## config.mk

```make
export PLATFORM = sky130hd
export DESIGN_NAME = riscv_pc_gen
export DESIGN_NICKNAME = d
export VERILOG_FILES = /design/src/rtl/riscv_pkg.sv /design/src/rtl/riscv_pc_gen.sv
export SDC_FILE = /design/constraint.sdc
export NUM_CORES = 1
export LEC_CHECK = 0
export ABC_AREA = 1
export BUFFER_PORTS_ARGS = -buffer_cell sky130_fd_sc_hd__buf_2
export CAP_MARGIN = 20
export CORE_ASPECT_RATIO = 1.1
export CORE_MARGIN = 4
export CORE_UTILIZATION = 51
export DETAILED_ROUTE_END_ITERATION = 8
export GPL_ROUTABILITY_DRIVEN = 0
export GPL_TIMING_DRIVEN = 0
export PLACE_DENSITY = 0.82
export SYNTH_ARGS = -nofsm -noshare
export SYNTH_HDL_FRONTEND = slang
export SYNTH_SLANG_ARGS = --single-unit
```

## constraint.sdc

```tcl
create_clock -name clk -period 1.9 [get_ports clk]
set_input_delay 0.57 -clock clk [delete_from_list [all_inputs] [get_ports clk]]
set_output_delay 0.57 -clock clk [all_outputs]
set_load 0.02 [all_outputs]
```

## src/rtl/riscv_pkg.sv

```systemverilog
// Shared types and constants for the RISC-V fetch PC generator.
package riscv_pkg;

  localparam int unsigned XLEN = 32;

  // Sequential fetch step in bytes.
  localparam logic [XLEN-1:0] PC_INCR = 32'd4;

  // PC generator operating mode.
  typedef enum logic [1:0] {
    BOOT  = 2'd0,
    RUN   = 2'd1,
    FAULT = 2'd2
  } pc_state_t;

  // A fetch target is legal only on a 4-byte boundary.
  function automatic logic is_word_aligned(input logic [XLEN-1:0] addr);
    return (addr[1:0] == 2'b00);
  endfunction

endpackage : riscv_pkg

```

## src/rtl/riscv_pc_gen.sv

```systemverilog
// Fetch PC generator: boot sequencing, trap/redirect/stall/increment selection,
// misaligned-redirect fault capture and an advancing-fetch counter.
module riscv_pc_gen
  import riscv_pkg::*;
#(
  parameter logic [XLEN-1:0] RESET_PC        = 32'h0000_0000,
  parameter logic [XLEN-1:0] TRAP_ALIGN_MASK = 32'hFFFF_FFFC
) (
  input  logic            clk,
  input  logic            reset,
  input  logic            pc_stall_i,
  input  logic            pc_redirect_i,
  input  logic [XLEN-1:0] pc_redirect_addr_i,
  input  logic            pc_trap_i,
  input  logic [XLEN-1:0] pc_trap_vector_i,
  output logic [XLEN-1:0] pc_o,
  output logic            pc_valid_o,
  output logic [XLEN-1:0] pc_plus4_o,
  output logic            pc_fault_o,
  output logic [XLEN-1:0] pc_fault_addr_o,
  output logic [XLEN-1:0] pc_fetch_cnt_o
);

  pc_state_t       state_q, state_d;
  logic [XLEN-1:0] pc_q, pc_d;
  logic [XLEN-1:0] fault_addr_q, fault_addr_d;
  logic [XLEN-1:0] fetch_cnt_q, fetch_cnt_d;

  // Next-state, next-PC, fault capture and counter selection.
  always_comb begin
    state_d      = state_q;
    pc_d         = pc_q;
    fault_addr_d = fault_addr_q;
    fetch_cnt_d  = fetch_cnt_q;

    unique case (state_q)
      BOOT: begin
        // All inputs, trap included, are ignored while booting.
        state_d = RUN;
      end

      RUN: begin
        if (pc_trap_i) begin
          // Trap wins over redirect; the redirect target is not inspected.
          pc_d = pc_trap_vector_i & TRAP_ALIGN_MASK;
        end else if (pc_redirect_i) begin
          if (is_word_aligned(pc_redirect_addr_i)) begin
            // Redirect overrides a concurrent stall.
            pc_d        = pc_redirect_addr_i;
            fetch_cnt_d = fetch_cnt_q + 32'd1;
          end else begin
            fault_addr_d = pc_redirect_addr_i;
            state_d      = FAULT;
          end
        end else if (!pc_stall_i) begin
          pc_d        = pc_q + PC_INCR;
          fetch_cnt_d = fetch_cnt_q + 32'd1;
        end
      end

      FAULT: begin
        // Frozen until a trap vectors fetch back into a handler.
        if (pc_trap_i) begin
          pc_d    = pc_trap_vector_i & TRAP_ALIGN_MASK;
          state_d = RUN;
        end
      end

      default: begin
        state_d = BOOT;
        pc_d    = RESET_PC;
      end
    endcase
  end

  // State, PC, fault address and counter registers with synchronous reset.
  always_ff @(posedge clk) begin
    if (reset) begin
      state_q      <= BOOT;
      pc_q         <= RESET_PC;
      fault_addr_q <= '0;
      fetch_cnt_q  <= '0;
    end else begin
      state_q      <= state_d;
      pc_q         <= pc_d;
      fault_addr_q <= fault_addr_d;
      fetch_cnt_q  <= fetch_cnt_d;
    end
  end

  assign pc_o            = pc_q;
  assign pc_valid_o      = (state_q == RUN);
  assign pc_fault_o      = (state_q == FAULT);
  assign pc_fault_addr_o = fault_addr_q;
  assign pc_fetch_cnt_o  = fetch_cnt_q;
  assign pc_plus4_o      = pc_q + PC_INCR;

endmodule : riscv_pc_gen
```

==> results by group <==
Run status
  – Status: finished with violations
  – Failing checks: negative setup slack

Timing
  – Clock skew: roughly 0.011 ns
  – Worst setup margin: -0.495 ns
  – RSZ-0062 raised after global routing: true
  – Final-report max-slew violation count: 0
  – Final Hold Viols: 0
  – Slew Limit Headroom: between 50% and 60%
  – Fmax: ~420 MHz
  – Slew @ Worst Pin: around 0.75 ns
  – Tmin final: 2.39 ns
  – Setup TNS: -10.35 ns
  – Finish-stage setup viols: 28
  – Tcrit/Tclk final: 126%

GRT
  – Congestion Overflow GR: 0
  – Vias in the first global route: about 7k
  – GRT Util Overall: between 30% and 40%
  – First-pass GRT wire length: between 30000 and 40000 um
  – Antenna violations before repair: 0
  – Largest net degree at the start of global routing: 15

Clocking
  – Reg clk slew, reported paths: roughly 0.07 ns
  – Total CTS buffers: 9
  – H-tree levels: 3
  – # clock sinks: between 90 and 100
  – Clock Latency Late Sink: ~0.35 ns
  – CTS root buf: clkbuf_16
  – Post-CTS Hold Fix Bufs: 0
  – Clock buffer depth: 2
  – CTS tree: done

Worst hold path
  – Hold path depth: 2
  – Hold crit path type: flop to flop

Route
  – Vias: 7192
  – DRT iter0 DRCs: ~740
  – DRC errors left: 0
  – Routed WL per cell: 16.5 um
  – First-pass DRT Iterations: 5
  – DR vias/cell: 5.51
  – Drt total wl: about 21000 um
  – ANT nets after route: 0

Critical path
  – Crit path arrival time: about 1.8 ns
  – Critical Path End Type: output pin
  – Crit-path max FO: 5
  – CP Class: flop to output pin
  – Crit path required time: 1.33 ns
  – Startpoint type of the worst setup path: flop
  – R2R depth: 14

Synthesis
  – Warnings from Yosys: 0
  – Syn Inst Count: roughly 900
  – Sequential fraction of the synthesis area: roughly a third
  – Number of flops mapped to enable cells by yosys: 0
  – Flops & latches, synth: 98
  – Largest area contributor in the netlist: dfxtp_1
  – Async S/R FF share, synth: 0%
  – Most used DFF post-synth: dfxtp_1
  – Top post-synthesis cells by count: nand2_1 (291), a21oi_1 (105), dfxtp_1 (98), inv_1 (93), nor2_1 (83)
  – Syn_area_per_cell: 6.30 um2
  – Synthesized Nets: roughly 1000
  – Area share of the largest cell type after synthesis: between 30% and 40%
  – Synthesized cell area: ~5600 um2
  – Count leader, synth: nand2_1
  – Synth cell types: 36
  – Leading post-synthesis cells by cell area: dfxtp_1 (35%), nand2_1 (19%), a21oi_1 (9.3%), inv_1 (6.2%), nor2_1 (5.5%)

Floorplanning
  – Die width: between 100 and 150 um
  – DIE HEIGHT: roughly 120 um
  – Area of the die: between 10000 and 15000 um2
  – IO Pins: between 150 and 200
  – Core Region: between 10000 and 15000 um2
  – Rows: 40
  – Initial Util: 52.0%

Power and ir drop
  – P per Cell Area: ~620 nW/um2
  – Worst vdd ir: approximately 0.00049 V
  – Leak: ~0.0039 uW

Cells and area
  – Fillers: 786
  – Antenna cell count: 0
  – Share of layout cells above drive strength 1: 36.2%
  – Final instance area: 8240 um2
  – Layout overhead on the synthesized area: 45.9%
  – Final nets: approximately 1.2k

Run
  – Max-cap viol count: 0

Placed design
  – Area after DPL: 6810 um2
  – Port bufs: roughly 190
  – Hpwl dp: between 10000 and 15000 um
==> timing repair <==
action | in CTS | in global routing
setup endpoints to repair | 100 | 102
setup buffers | 61 | 20
pin swaps | 47 | 43
resized for setup | 159 | 81
==> kinds of logic (layout without fill, tap and decap cells) <==
logic type | Yosys count | after routing | share of synthesized area (%)
xor gates and xnor gates | 25 | 25 | 3.88
and+or+nand+nor | 461 | 461 | 35.0
buffers and inverters | 134 | 396 | 9.35
DFF | 98 | 98 | 34.8
adders and majority gates | 6 | 6 | 1.33
AOI/OAI and AO/OA | 172 | 172 | 15.6
==> power by group <==
group,switching (uW),leakage [uW],total [uW],internal [uW]
Clock,807,0.000127,1710,907
Sequential,74.4,0.000811,2190,2120
Combinational,781,0.00300,1220,435
Total,1660,0.00394,5120,3460
==> metrics by stage <==
step	util, %	instances	hold WS, ns	setup WS [ns]	power (uW)
6_report	75.9	1305	0.474	-0.495	5120
3_5_place_dp	62.7	1237	0.466	-0.262	3220
5_1_grt	75.9	1305	0.486	-0.527	5300
4_1_cts	73.3	1298	0.475	-0.460	5000
2_1_floorplan	-	896	0.472	0.00300	2860
3_3_place_gp	62.7	1237	0.458	-0.232	3210
==> worst max-delay path, stage by stage, from the launching register on <==
cell and delay [ns]:
dfxtp_4 0.40, nand2_1 0.15, nor2_2 0.19, nand2_1 0.11
nor2_4 0.22, nand2_1 0.09, nand2_1 0.11, nand2_2 0.06
buf_6 0.13
==> per-layer routing <==
metal	up-vias	track usage [%]	part of all wire, %
met3	109	6.39	9.8
li1	3364	-	-
met5	-	0	0
met1	3248	37.3	36
met4	0	16.9	5.1
met2	471	55.6	49
==> worst paths after layout <==
check / slack (ns) / from / end
setup / recovery: -0.49 / pc_o[11] / pc_plus4_o[22]
hold / removal: 0.47 / pc_fault_addr_o[0] / pc_fault_addr_o[0]
setup reg to reg: -0.30 / pc_o[11] / pc_o[22]
hold reg to reg: 0.47 / pc_fault_addr_o[0] / pc_fault_addr_o[0]
==> sequential cells by signal, indices dropped and copies added (netlist names) <==
| register | cells |
|---|---|
| pc_fault_addr_o | 32 |
| pc_fetch_cnt_o | 32 |
| pc_o | 32 |
| state_q | 2 |
==> area by class of cell <==
class / count / area [um2] / area share, %
Buffer: 38 / 210 / 2.55
Clock buffer: 11 / 243 / 2.95
Clock inverter: 3 / 17.5 / 0.213
Inverter: 96 / 369 / 4.48
Multi-Input combinational cell: 664 / 3620 / 44.0
Sequential cell: 98 / 2040 / 24.8
Tap cell: 147 / 184 / 2.23
Timing Repair Buffer: 248 / 1550 / 18.8
==> layout by cell type, fill, tap and decap left out, drive strengths merged <==
cell,synthesis,final
nand4,9,9
ha,6,6
dfxtp,98,98
xnor2,12,12
nor3b,2,2
xor2,13,13
nor4,3,3
nand3,28,28
clkinv,2,4
nand3b,12,12
nor3,11,11
clkbuf,25,37
nand2,297,297
a21oi,105,105
a31oi,2,2
clkinvlp,0,2
o21a,1,1
a22oi,2,2
and3,1,1
a211oi,2,2
nor2,98,98
a2111oi,1,1
inv,94,93
buf,13,260
o21ai,59,59
Note: power is estimated with default switching activity, not from simulation.
